--- src/rtl/popcount_pipe_pkg.sv ---
// Shared constants and elaboration helpers for the pipelined popcount block:
// leaf geometry, count widths, and the mapping of tree levels onto register stages.
package popcount_pkg;

    localparam int LEAF_W     = 8;
    localparam int LEAF_CNT_W = 4;

    function automatic int cnt_w(input int width);
        return $clog2(width + 1);
    endfunction

    function automatic int tree_levels(input int width);
        return $clog2(width / LEAF_W);
    endfunction

    // Stage that owns tree level lvl when n levels are spread over d stages;
    // the first n%d stages each take one extra level.
    function automatic int level_stage(input int lvl, input int n, input int d);
        int q;
        int r;
        if (d < 1 || n < d) return 0;
        q = n / d;
        r = n % d;
        if (lvl < r * (q + 1)) return lvl / (q + 1);
        return r + (lvl - r * (q + 1)) / q;
    endfunction

    function automatic int level_bits(input int lvl, input int channels, input int leaves);
        return channels * (leaves >> lvl) * (LEAF_CNT_W + lvl);
    endfunction

    function automatic int level_off(input int lvl, input int channels, input int leaves);
        int off;
        off = 0;
        for (int j = 0; j < lvl; j++) off += level_bits(j, channels, leaves);
        return off;
    endfunction

endpackage

--- src/rtl/popcount_pipe_8bit.sv ---
// Leaf counter: number of set bits in one byte, purely combinational.
module popcount_8bit
    import popcount_pkg::*;
(
    input  logic [LEAF_W-1:0]     byte_i,
    output logic [LEAF_CNT_W-1:0] count_o
);

    always_comb begin
        count_o = '0;
        for (int b = 0; b < LEAF_W; b++) begin
            count_o = count_o + LEAF_CNT_W'(byte_i[b]);
        end
    end

endmodule

--- src/rtl/popcount_pipe.sv ---
// Multi-channel popcount with count0-count1 score; PIPE_DEPTH cycles latency, 1 beat/cycle.
// Valid/ready both sides; a stalled output holds, upstream stages fill, then in_ready drops.
module popcount_pipe
    import popcount_pkg::*;
#(
    parameter int  WIDTH      = 64,
    parameter int  CHANNELS   = 2,
    parameter int  TAG_W      = 8,
    parameter int  PIPE_DEPTH = 2,
    localparam int CNT_W      = cnt_w(WIDTH)
) (
    input  logic                       clk,
    input  logic                       rst,
    input  logic                       in_valid,
    output logic                       in_ready,
    input  logic [CHANNELS*WIDTH-1:0]  in_data,
    input  logic [TAG_W-1:0]           in_tag,
    output logic                       out_valid,
    input  logic                       out_ready,
    output logic [CHANNELS*CNT_W-1:0]  out_count,
    output logic signed [CNT_W:0]      out_diff,
    output logic [TAG_W-1:0]           out_tag
);

    localparam int LEVELS   = tree_levels(WIDTH);
    localparam int NB       = WIDTH / LEAF_W;
    localparam int NP       = 1 << LEVELS;
    localparam int D        = PIPE_DEPTH;
    localparam int TOP_W    = LEAF_CNT_W + LEVELS;
    localparam int TOP_OFF  = level_off(LEVELS, CHANNELS, NP);
    localparam int TOT_BITS = level_off(LEVELS + 1, CHANNELS, NP);

    if (WIDTH < LEAF_W || (WIDTH % LEAF_W) != 0) begin : g_bad_width
        $error("popcount_pipe: WIDTH must be a multiple of 8 and at least 8");
    end
    if (PIPE_DEPTH < 1 || PIPE_DEPTH > LEVELS + 1) begin : g_bad_depth
        $error("popcount_pipe: PIPE_DEPTH must lie in 1..1+clog2(WIDTH/8)");
    end
    if (CHANNELS < 1) begin : g_bad_ch
        $error("popcount_pipe: CHANNELS must be at least 1");
    end

    // ld[s]: stage s may load this cycle; the chain ends at out_ready.
    logic [D:0]                 ld;
    logic [D-1:0]               v_q;
    logic [D-1:0]               v_d;
    logic [D-1:0]               en;
    logic [D-1:0][TAG_W-1:0]    tag_in;

    assign ld[D]    = out_ready;
    assign in_ready = ld[0] && !rst;

    for (genvar s = 0; s < D; s++) begin : g_ctl
        assign ld[s] = !v_q[s] || ld[s+1];
        if (s == 0) begin : g_first
            assign en[s] = in_valid && in_ready;
        end else begin : g_next
            assign en[s] = ld[s] && v_q[s-1];
        end
    end

    always_comb begin
        v_d = v_q;
        if (ld[0]) v_d[0] = in_valid;
        for (int s = 1; s < D; s++) begin
            if (ld[s]) v_d[s] = v_q[s-1];
        end
    end

    always_ff @(posedge clk) begin
        if (rst) v_q <= '0;
        else     v_q <= v_d;
    end

    assign tag_in[0] = in_tag;
    for (genvar s = 0; s < D - 1; s++) begin : g_tag
        logic [TAG_W-1:0] tag_q;
        always_ff @(posedge clk) begin
            if (en[s]) tag_q <= tag_in[s];
        end
        assign tag_in[s+1] = tag_q;
    end

    // Every tree level lives in one flat vector; a level is registered when the
    // next level belongs to a later stage.
    logic [TOT_BITS-1:0] fwd;

    for (genvar l = 0; l <= LEVELS; l++) begin : g_lvl
        localparam int  SW    = LEAF_CNT_W + l;
        localparam int  NS    = NP >> l;
        localparam int  OFF   = level_off(l, CHANNELS, NP);
        localparam int  BITS  = level_bits(l, CHANNELS, NP);
        localparam int  ST    = level_stage(l, LEVELS + 1, D);
        localparam bit  BREAK = (l < LEVELS) && (level_stage(l + 1, LEVELS + 1, D) != ST);

        logic [BITS-1:0] sum_c;

        for (genvar c = 0; c < CHANNELS; c++) begin : g_ch
            for (genvar i = 0; i < NS; i++) begin : g_el
                if (l == 0) begin : g_leaf
                    if (i < NB) begin : g_byte
                        popcount_8bit u_leaf (
                            .byte_i  (in_data[c*WIDTH + i*LEAF_W +: LEAF_W]),
                            .count_o (sum_c[(c*NS + i)*SW +: SW])
                        );
                    end else begin : g_pad
                        assign sum_c[(c*NS + i)*SW +: SW] = '0;
                    end
                end else begin : g_add
                    localparam int PW = SW - 1;
                    localparam int PO = level_off(l - 1, CHANNELS, NP);
                    assign sum_c[(c*NS + i)*SW +: SW] =
                        SW'(fwd[PO + (c*2*NS + 2*i)*PW +: PW]) +
                        SW'(fwd[PO + (c*2*NS + 2*i + 1)*PW +: PW]);
                end
            end
        end

        if (BREAK) begin : g_reg
            logic [BITS-1:0] sum_q;
            always_ff @(posedge clk) begin
                if (en[ST]) sum_q <= sum_c;
            end
            assign fwd[OFF +: BITS] = sum_q;
        end else begin : g_comb
            assign fwd[OFF +: BITS] = sum_c;
        end
    end

    logic [CHANNELS*CNT_W-1:0] count_d;
    logic signed [CNT_W:0]     diff_d;

    for (genvar c = 0; c < CHANNELS; c++) begin : g_cnt
        assign count_d[c*CNT_W +: CNT_W] = fwd[TOP_OFF + c*TOP_W +: CNT_W];
    end

    if (CHANNELS > 1) begin : g_diff2
        assign diff_d = $signed({1'b0, count_d[0 +: CNT_W]}) - $signed({1'b0, count_d[CNT_W +: CNT_W]});
    end else begin : g_diff1
        assign diff_d = $signed({1'b0, count_d[0 +: CNT_W]});
    end

    logic [CHANNELS*CNT_W-1:0] count_q;
    logic signed [CNT_W:0]     diff_q;
    logic [TAG_W-1:0]          otag_q;

    always_ff @(posedge clk) begin
        if (rst) begin
            count_q <= '0;
            diff_q  <= '0;
            otag_q  <= '0;
        end else if (en[D-1]) begin
            count_q <= count_d;
            diff_q  <= diff_d;
            otag_q  <= tag_in[D-1];
        end
    end

    assign out_valid = v_q[D-1];
    assign out_count = count_q;
    assign out_diff  = diff_q;
    assign out_tag   = otag_q;

endmodule

--- config.mk ---
export PLATFORM = sky130hd
export DESIGN_NAME = popcount_pipe
export DESIGN_NICKNAME = d
export VERILOG_FILES = /design/src/rtl/popcount_pipe_pkg.sv /design/src/rtl/popcount_pipe_8bit.sv /design/src/rtl/popcount_pipe.sv
export SDC_FILE = /design/constraint.sdc
export NUM_CORES = 1
export LEC_CHECK = 0
export CORE_MARGIN = 8
export CORE_UTILIZATION = 55
export DETAILED_ROUTE_END_ITERATION = 10
export GPL_TIMING_DRIVEN = 0
export PLACE_DENSITY = 0.86
export SLEW_MARGIN = 20
export SYNTH_ARGS = -nofsm -noshare
export SYNTH_HDL_FRONTEND = slang
export SYNTH_HIERARCHICAL = 1
export SYNTH_SLANG_ARGS = --single-unit
--- constraint.sdc ---
create_clock -name clk -period 6.6 [get_ports clk]
set_input_delay 0.99 -clock clk [delete_from_list [all_inputs] [get_ports clk]]
set_output_delay 0.99 -clock clk [all_outputs]
set_load 0.005 [all_outputs]
==> results of run 1 <==
[logic make-up after synthesis]
group / Yosys count
buf+inv: 324
compound gates: 89
simple gates: 117
xor+xnor: 41
fa+ha+maj: 190
flops: 80
[stage by stage]
stage          setup slack, ps  instance area, µm²  hold WS [ps]
3_5_place_dp              1786                9807         446.8
3_3_place_gp              1934                9786         441.4
5_1_grt                   1947               10100         477.8
6_report                  2125               10100         451.7
4_1_cts                   2118               10100         455.0
2_1_floorplan             2507                7859         448.2
[layout by cell type (no fill, tap or decap), types with 2 or more instances in the layout]
master	instances
clkbuf_1	10
xor2_1	4
nand2b_1	15
fa_1	93
nand2_1	37
nand3b_1	2
xnor2_1	35
o21ai_0	14
clkdlybuf4s50_1	170
a21o_1	8
nor3_1	3
ha_1	97
or3_1	2
inv_1	314
a21oi_1	52
edfxtp_1	48
a211oi_1	5
nor2_1	22
inv_6	2
nand3_1	2
nor2b_1	29
dfxtp_1	32
clkinv_4	2
clkbuf_16	9
[critical path: stages]
cell	delay (ps)
clkdlybuf4s50_1	460
inv_1	60
fa_1	560
fa_1	450
fa_1	440
inv_1	60
ha_1	160
inv_1	50
fa_1	480
inv_1	60
ha_1	270
a21o_1	170
a21oi_1	220
xnor2_1	110
[per-layer routing]
layer	GRT usage, %	vias to the layer above	wire [µm]
li1	-	2844	-
met1	20.48	2700	6251
met2	33.78	142	8326
met3	4.711	19	998
met4	5.367	0	191
met5	0	-	0
[state kept, by name, indices dropped and copies added, names as in the netlist]
register and flops:
out_count 14, g_tag.tag_q 8, out_tag 8, v_q 2, g_lvl.g_reg.sum_q 40, out_diff 8
[power by group]
group / switching (W) / internal [W] / total [W]
clock network: 0.000207 / 0.000271 / 0.000477
registers: 0.0000508 / 0.000738 / 0.000789
logic: 0.00207 / 0.00168 / 0.00375
[area by class of cell]
type                    count  area (µm²)  share of cell area, %
well taps                 180       225.2                  2.230
inverters                 314        1179                  11.67
clock buffers              10       239.0                  2.367
clock inverters             6       51.30                 0.5081
flip-flops and latches     80        2082                  20.62
repair buffers            171        1722                  17.05
plain buffers              10       37.54                 0.3717
multi-input cells         437        4562                  45.18
[worst min-delay path by stage]
stage / slack [ps] / end / cells after the start / from
3_3_place_gp: 440 / out_diff[3]$_SDFFE_PP0P_ / 2 / out_diff[3]$_SDFFE_PP0P_
5_1_grt: 480 / out_tag[4]$_SDFFE_PP0P_ / 2 / out_tag[4]$_SDFFE_PP0P_
6_report: 450 / out_count[8]$_SDFFE_PP0P_ / 2 / out_count[8]$_SDFFE_PP0P_
3_5_place_dp: 450 / out_count[8]$_SDFFE_PP0P_ / 2 / out_count[8]$_SDFFE_PP0P_
2_1_floorplan: 450 / out_diff[3]$_SDFFE_PP0P_ / 2 / out_diff[3]$_SDFFE_PP0P_
4_1_cts: 450 / out_count[8]$_SDFFE_PP0P_ / 2 / out_count[8]$_SDFFE_PP0P_
==> impl_results.md, run 1 <==
* Largest net degree at the start of global routing at 29
* Synthesized area at 7859 µm²
* HPWL after detailed placement at 13780 µm
* CP Capture Point: g_lvl[1].g_reg.sum_q[33]$_DFFE_PP_
* Synthesized Nets at around 1200
* CTS tree: done
* Post-layout min period at 4475 ps
* Final Instance Count excl. Fillers at 1208
* Max Clk Rate at 223.5 MHz
* Setup tns final at 0 ps
* Clock Path Buffers at 2
* CP Max Fanout at 2
* Outcome: finished, final reports clean
* Clock network latency to the later pin of the worst-skew pair at between 300 and 400 ps
* Nets at ~1400
* Post-Route WL at 15770 µm
* RSZ-0062 raised after global routing: false
* DR DRC count at 0
* Crit. End Element: flop
* Die width at 135.5 µm
* Pwr dens at between 400 and 500 nW/µm²
* Area leader, netlist: fa_1
* Adder-Cell Fraction of Synth Area at 39.13%
* First-pass DRT Iterations at 4
* Reg2reg start: g_lvl[1].g_reg.sum_q[1]$_DFFE_PP_
* Resized cells post-CTS at 0
* Sequential area share after synthesis at between 20% and 30%
* Syn Area/Cell at 9.345 µm²
* Number of synthesized flops with an enable pin at 48
* Htree depth at 3
* PortBufs at between 150 and 200
* Total chip power at around 0.005 W
* Synth area leaders: fa_1 (24%), edfxtp_1 (18%), ha_1 (15%)
* Top cells by count, synth: inv_1 (314), ha_1 (97), fa_1 (93), a21oi_1 (52), edfxtp_1 (48)
* FF-to-FF path depth at 15
* R2R Setup Slk at between 2000 and 3000 ps
* First DRT Iteration DRCs at 316
* Num CTS Buffers at 9
* Core region area at between 10000 and 15000 µm²
* Layout Area Growth over Synthesis at 28.48%
* Grt total ovfl at 0
* GRT Total Usage at between 10% and 20%
* Area share of and/or/nand/nor cells after synthesis at 7.403%
* Number of unique standard cell types used by synthesis at 37
* Worst EP arrival at between 4000 and 5000 ps
* Post-synth top area share at a little under a quarter
* Ys async rst share at 0%
* Rel. slew slack at 64.52%
* Kind of critical path: primary input to flop
* # hold bufs at CTS at 0
* Filler cells at 1017
* Initial antenna violation count at 0
* Post-route ant nets at 0
* Compound-Gate Fraction of Synth Area at 6.591%
* Proportion of layout cells with a drive suffix above 1 at 2.432%
* CP required at 6680 ps
* Setup Skew at slightly above 6 ps
* Worst min path class: flop to flop
* R2r endpoint: out_diff[6]$_SDFFE_PP0P_
* Site Rows at 43
* Proportion of synthesized area in mux cells at 0%
* XOR/XNOR Fraction of Synth Area at 4.904%
* Syn Inst Count at between 800 and 900
* Vias at 5705
* Syn. warnings at 6
* CTS clock-pin slew for the worst setup and hold paths at 60 ps
* Wirelength per Cell at 13.05 µm
* Least-Margin Pin Slew at 528.4 ps
* Io pins at between 150 and 200
* CTS Root Cell: clkbuf_16
* VDD IR max at 479.5 µV
* Post-layout util at 72.46%
* Largest family of logic cells by synthesized area: adder cells
* Die Ht at 135.5 µm
* Startpoint Class: primary input
* Leak at 5.101 nW
* Tcrit/Tclk final at 67.80%
* Die area at ~18000 µm²
* Final setup violation count at 0
* Number of max-cap violations at 0
* Setup repair bufs after CTS at 0
* Clock sink total at 80
* Diode count at 0
* First-pass GRT wire length at about 28000 µm
* Max-slew violations at 0
* Ys flop type: edfxtp_1
* Initial Utilization at a little under three fifths
* RD Place Congestion at between 0.7 and 0.8
* Placed insts at 1192
* Vias per inst at 4.723
* Cell with the most instances after synthesis: inv_1
* Synth Register Bits at 80
* Fin. Hold Viols at 0
* Crit. Startpoint: in_data[104]
* Vias in the first global route at 6299
Power figures use the tool's default switching activity.
==> run 2: changes to the inputs <==
--- a/config.mk
+++ b/config.mk
@@ -6,10 +6,10 @@
 export NUM_CORES = 1
 export LEC_CHECK = 0
 export CORE_MARGIN = 8
-export CORE_UTILIZATION = 55
+export CORE_UTILIZATION = 47
 export DETAILED_ROUTE_END_ITERATION = 10
 export GPL_TIMING_DRIVEN = 0
-export PLACE_DENSITY = 0.86
+export PLACE_DENSITY = 0.78
 export SLEW_MARGIN = 20
 export SYNTH_ARGS = -nofsm -noshare
 export SYNTH_HDL_FRONTEND = slang
==> constraint.sdc (replaced) <==
create_clock -name clk -period 4.1 [get_ports clk]
set_input_delay 0.615 -clock clk [delete_from_list [all_inputs] [get_ports clk]]
set_output_delay 0.615 -clock clk [all_outputs]
set_load 0.005 [all_outputs]
==> run 2 against run 1 <==
Compared with the run above: largest power group unchanged; hold slack gained 2.2 ps; combinational power grew 62%; via count shrank 2.1%; critical path depth is the same; global-route usage shrank 3.4 points; register-to-register slack lost 2500 ps; die area grew 15%; power grew 61%; non-clock buffer count grew 3.
==> impl_results.md, run 2 (same netlist as run 1, synthesis figures left out) <==
* Outcome: finished, final reports clean
* VDD IR max at 978.8 µV (+100%)
* R2R Setup Slk at 470 ps (-2480 ps)
* Clk pwr share at 9.4% (about the same)
* RD Place Congestion at 0.7899 (about the same)
* CTS tree: done
* Crit. End Element: flop
* CTS Root Cell: clkbuf_16
* Nets at 1356 (+0.22%)
* Vias in the first global route at 6156 (-2.3%)
* Worst hold endpoint: out_count[6]$_SDFFE_PP0P_
* Switching power at 0.003722 W (+60%)
* Leak at 5.155 nW (+1.1%)
* Kind of critical path: primary input to flop
* Least-Margin Pin Slew at 538.7 ps (+10.27 ps)
* # hold bufs at CTS at 0 (unchanged)
* Vias at 5586 (-2.1%)
* Die width at 145.3 µm (+7.2%)
* CP required at 4190 ps (-2490 ps)
* Number of max-cap violations at 0 (unchanged)
* Largest register by flop count: g_lvl.g_reg.sum_q
* Die area at 21120 µm² (+15%)
* Max-slew violations at 0 (unchanged)
* Initial Utilization at 47.73% (-8.7 points)
* Startpoint Class: primary input
* Rel. slew slack at 63.83% (-0.69 points)
* Post-route ant nets at 0 (unchanged)
* Diode count at 0 (unchanged)
* Initial antenna violation count at 0 (unchanged)
* CP Max Fanout at 2 (unchanged)
* Proportion of layout cells with a drive suffix above 1 at 6.111% (+3.7 points)
* Num CTS Buffers at 9 (unchanged)
* DR DRC count at 0 (unchanged)
* Wirelength per Cell at 12.29 µm (-5.9%)
* GRT Total Usage at 15.01% (-3.4 points)
* First-pass GRT wire length at 26720 µm (-2.9%)
* Worst EP arrival at 4140 ps (-420 ps)
* Die Ht at 145.3 µm (+7.2%)
* WHS Path Cells at 2 (unchanged)
* Tcrit/Tclk final at 98.86%
* Internal power at 0.004373 W (+63%)
* CTS clock-pin slew for the worst setup and hold paths at 70 ps (about the same)
* Layout Area Growth over Synthesis at 30.71%
* Setup tns final at 0 ps (unchanged)
* First DRT Iteration DRCs at 177 (-44%)
* Pwr dens at 788.1 nW/µm² (+59%)
* Fin. Hold Viols at 0 (unchanged)
* Post-layout min period at 4053 ps
* Core region area at 16470 µm² (+18%)
* Post-layout util at 62.39% (-10 points)
* Largest net degree at the start of global routing at 28 (-3.4%)
* Sequential power share at 15.6% (about the same)
* First-pass DRT Iterations at 4 (unchanged)
* Worst setup margin at 46.63 ps (-2079 ps)
* RSZ-0062 raised after global routing: true
* Hold slack at 453.9 ps (+2.218 ps)
* R2r endpoint: out_diff[6]$_SDFFE_PP0P_
* Io pins at 172 (unchanged)
* Reg2reg start: g_lvl[1].g_reg.sum_q[1]$_DFFE_PP_
* Final setup violation count at 0 (unchanged)
* Clock Path Buffers at 2 (unchanged)
* Largest register FFs at 40 (unchanged)
* Max Clk Rate at between 200 and 250 MHz
* Hold path start: out_count[6]$_SDFFE_PP0P_
* Grt total ovfl at 0 (unchanged)
* Post-Route WL at 15370 µm (-2.5%)
* Placement Setup Slack at -270.5 ps (-2057 ps)
* Switching Fraction at 45.98% (-0.42 points)
* HPWL after detailed placement at 13380 µm (-2.9%)
* Most frequent cells in the layout: inv_1 (305), clkdlybuf4s50_1 (164), ha_1 (91)
* FF-to-FF path depth at 15 (unchanged)
* Worst min path class: flop to flop
* Site Rows at 47 (+9.3%)
* Commonest non-fill, non-tap cell in the layout: inv_1
* PortBufs at 170 (unchanged)
* Clock network latency to the later pin of the worst-skew pair at 340 ps (about the same)
* Setup Skew at 6.337 ps (+0.2710 ps)
* Vias per inst at 4.465 (-5.5%)
* Htree depth at 3 (unchanged)
* Clock sink total at 80 (unchanged)
* Part of the power in combinational logic at 75.0% (+0.3 points)
run 2: cell count changes in the layout (fill, tap and decap cells not counted), sizes merged:
cell,before,now
buf,1,4
dlymetal6s2s,0,6
clkinv,3,2
inv,317,319
clkbuf,20,19
clkdlybuf4s50,170,164
run 2: area by class of cell:
class                   count  area [µm²]
plain buffers              10       37.54
fillers                  1377        6193
well taps                 220       275.3
multi-input cells         437        4662
inverters                 314        1179
repair buffers            174        1759
clock buffers               9       225.2
flip-flops and latches     80        2082
clock inverters             7       52.55
run 2: worst max-delay path, cell delays in order:
cell and delay (ps):
clkdlybuf4s50_1 450, inv_1 50, fa_1 490, fa_1 530, fa_1 430, inv_1 90
ha_2 180, inv_1 50, fa_2 520, inv_2 40, ha_1 290, a21o_1 180
a21oi_2 150, xnor2_1 70
run 2: routing by layer:
metal  wire, µm  track usage, %  up-vias
met4        182           3.852        0
li1           -               -     2848
met5          0               0        -
met2       7910           27.27      111
met3        737           3.078       16
met1       6542           17.67     2611
run 2: worst max path at each step:
stage / startpoint / end / slack [ps] / depth (start not counted)
floorplan: in_data[112] / g_lvl[1].g_reg.sum_q[38]$_DFFE_PP_ / 380 / 13
global placement: in_data[112] / g_lvl[1].g_reg.sum_q[38]$_DFFE_PP_ / -200 / 14
detailed placement: in_data[80] / g_lvl[1].g_reg.sum_q[29]$_DFFE_PP_ / -270 / 15
CTS: in_data[0] / g_lvl[1].g_reg.sum_q[4]$_DFFE_PP_ / 90 / 15
global route: in_data[67] / g_lvl[1].g_reg.sum_q[23]$_DFFE_PP_ / -110 / 14
finish: in_data[67] / g_lvl[1].g_reg.sum_q[23]$_DFFE_PP_ / 50 / 14
run 2: through the flow:
step / cell area [µm²] / power (W) / instances
global route: 10270 / 0.009069 / 1251
global placement: 9836 / 0.006974 / 1231
detailed placement: 9857 / 0.007192 / 1232
CTS: 10130 / 0.007986 / 1248
floorplan: 7859 / 0.005830 / 841
finish: 10270 / 0.008096 / 1251
run 2: timing repair:
item                       4_1_cts  5_1_grt
setup endpoints to repair        0       21
resized for setup                0       46
setup buffers                    0        3
run 2: power by group through the flow:
| stage | clock [W] | sequential (W) | combinational (W) |
|---|---|---|---|
| 2_1_floorplan | 0 | 0.00127 | 0.00456 |
| 3_3_place_gp | 0 | 0.00128 | 0.00570 |
| 3_5_place_dp | 0 | 0.00128 | 0.00591 |
| 4_1_cts | 0.000767 | 0.00127 | 0.00595 |
| 5_1_grt | 0.000807 | 0.00129 | 0.00697 |
| 6_report | 0.000757 | 0.00127 | 0.00607 |
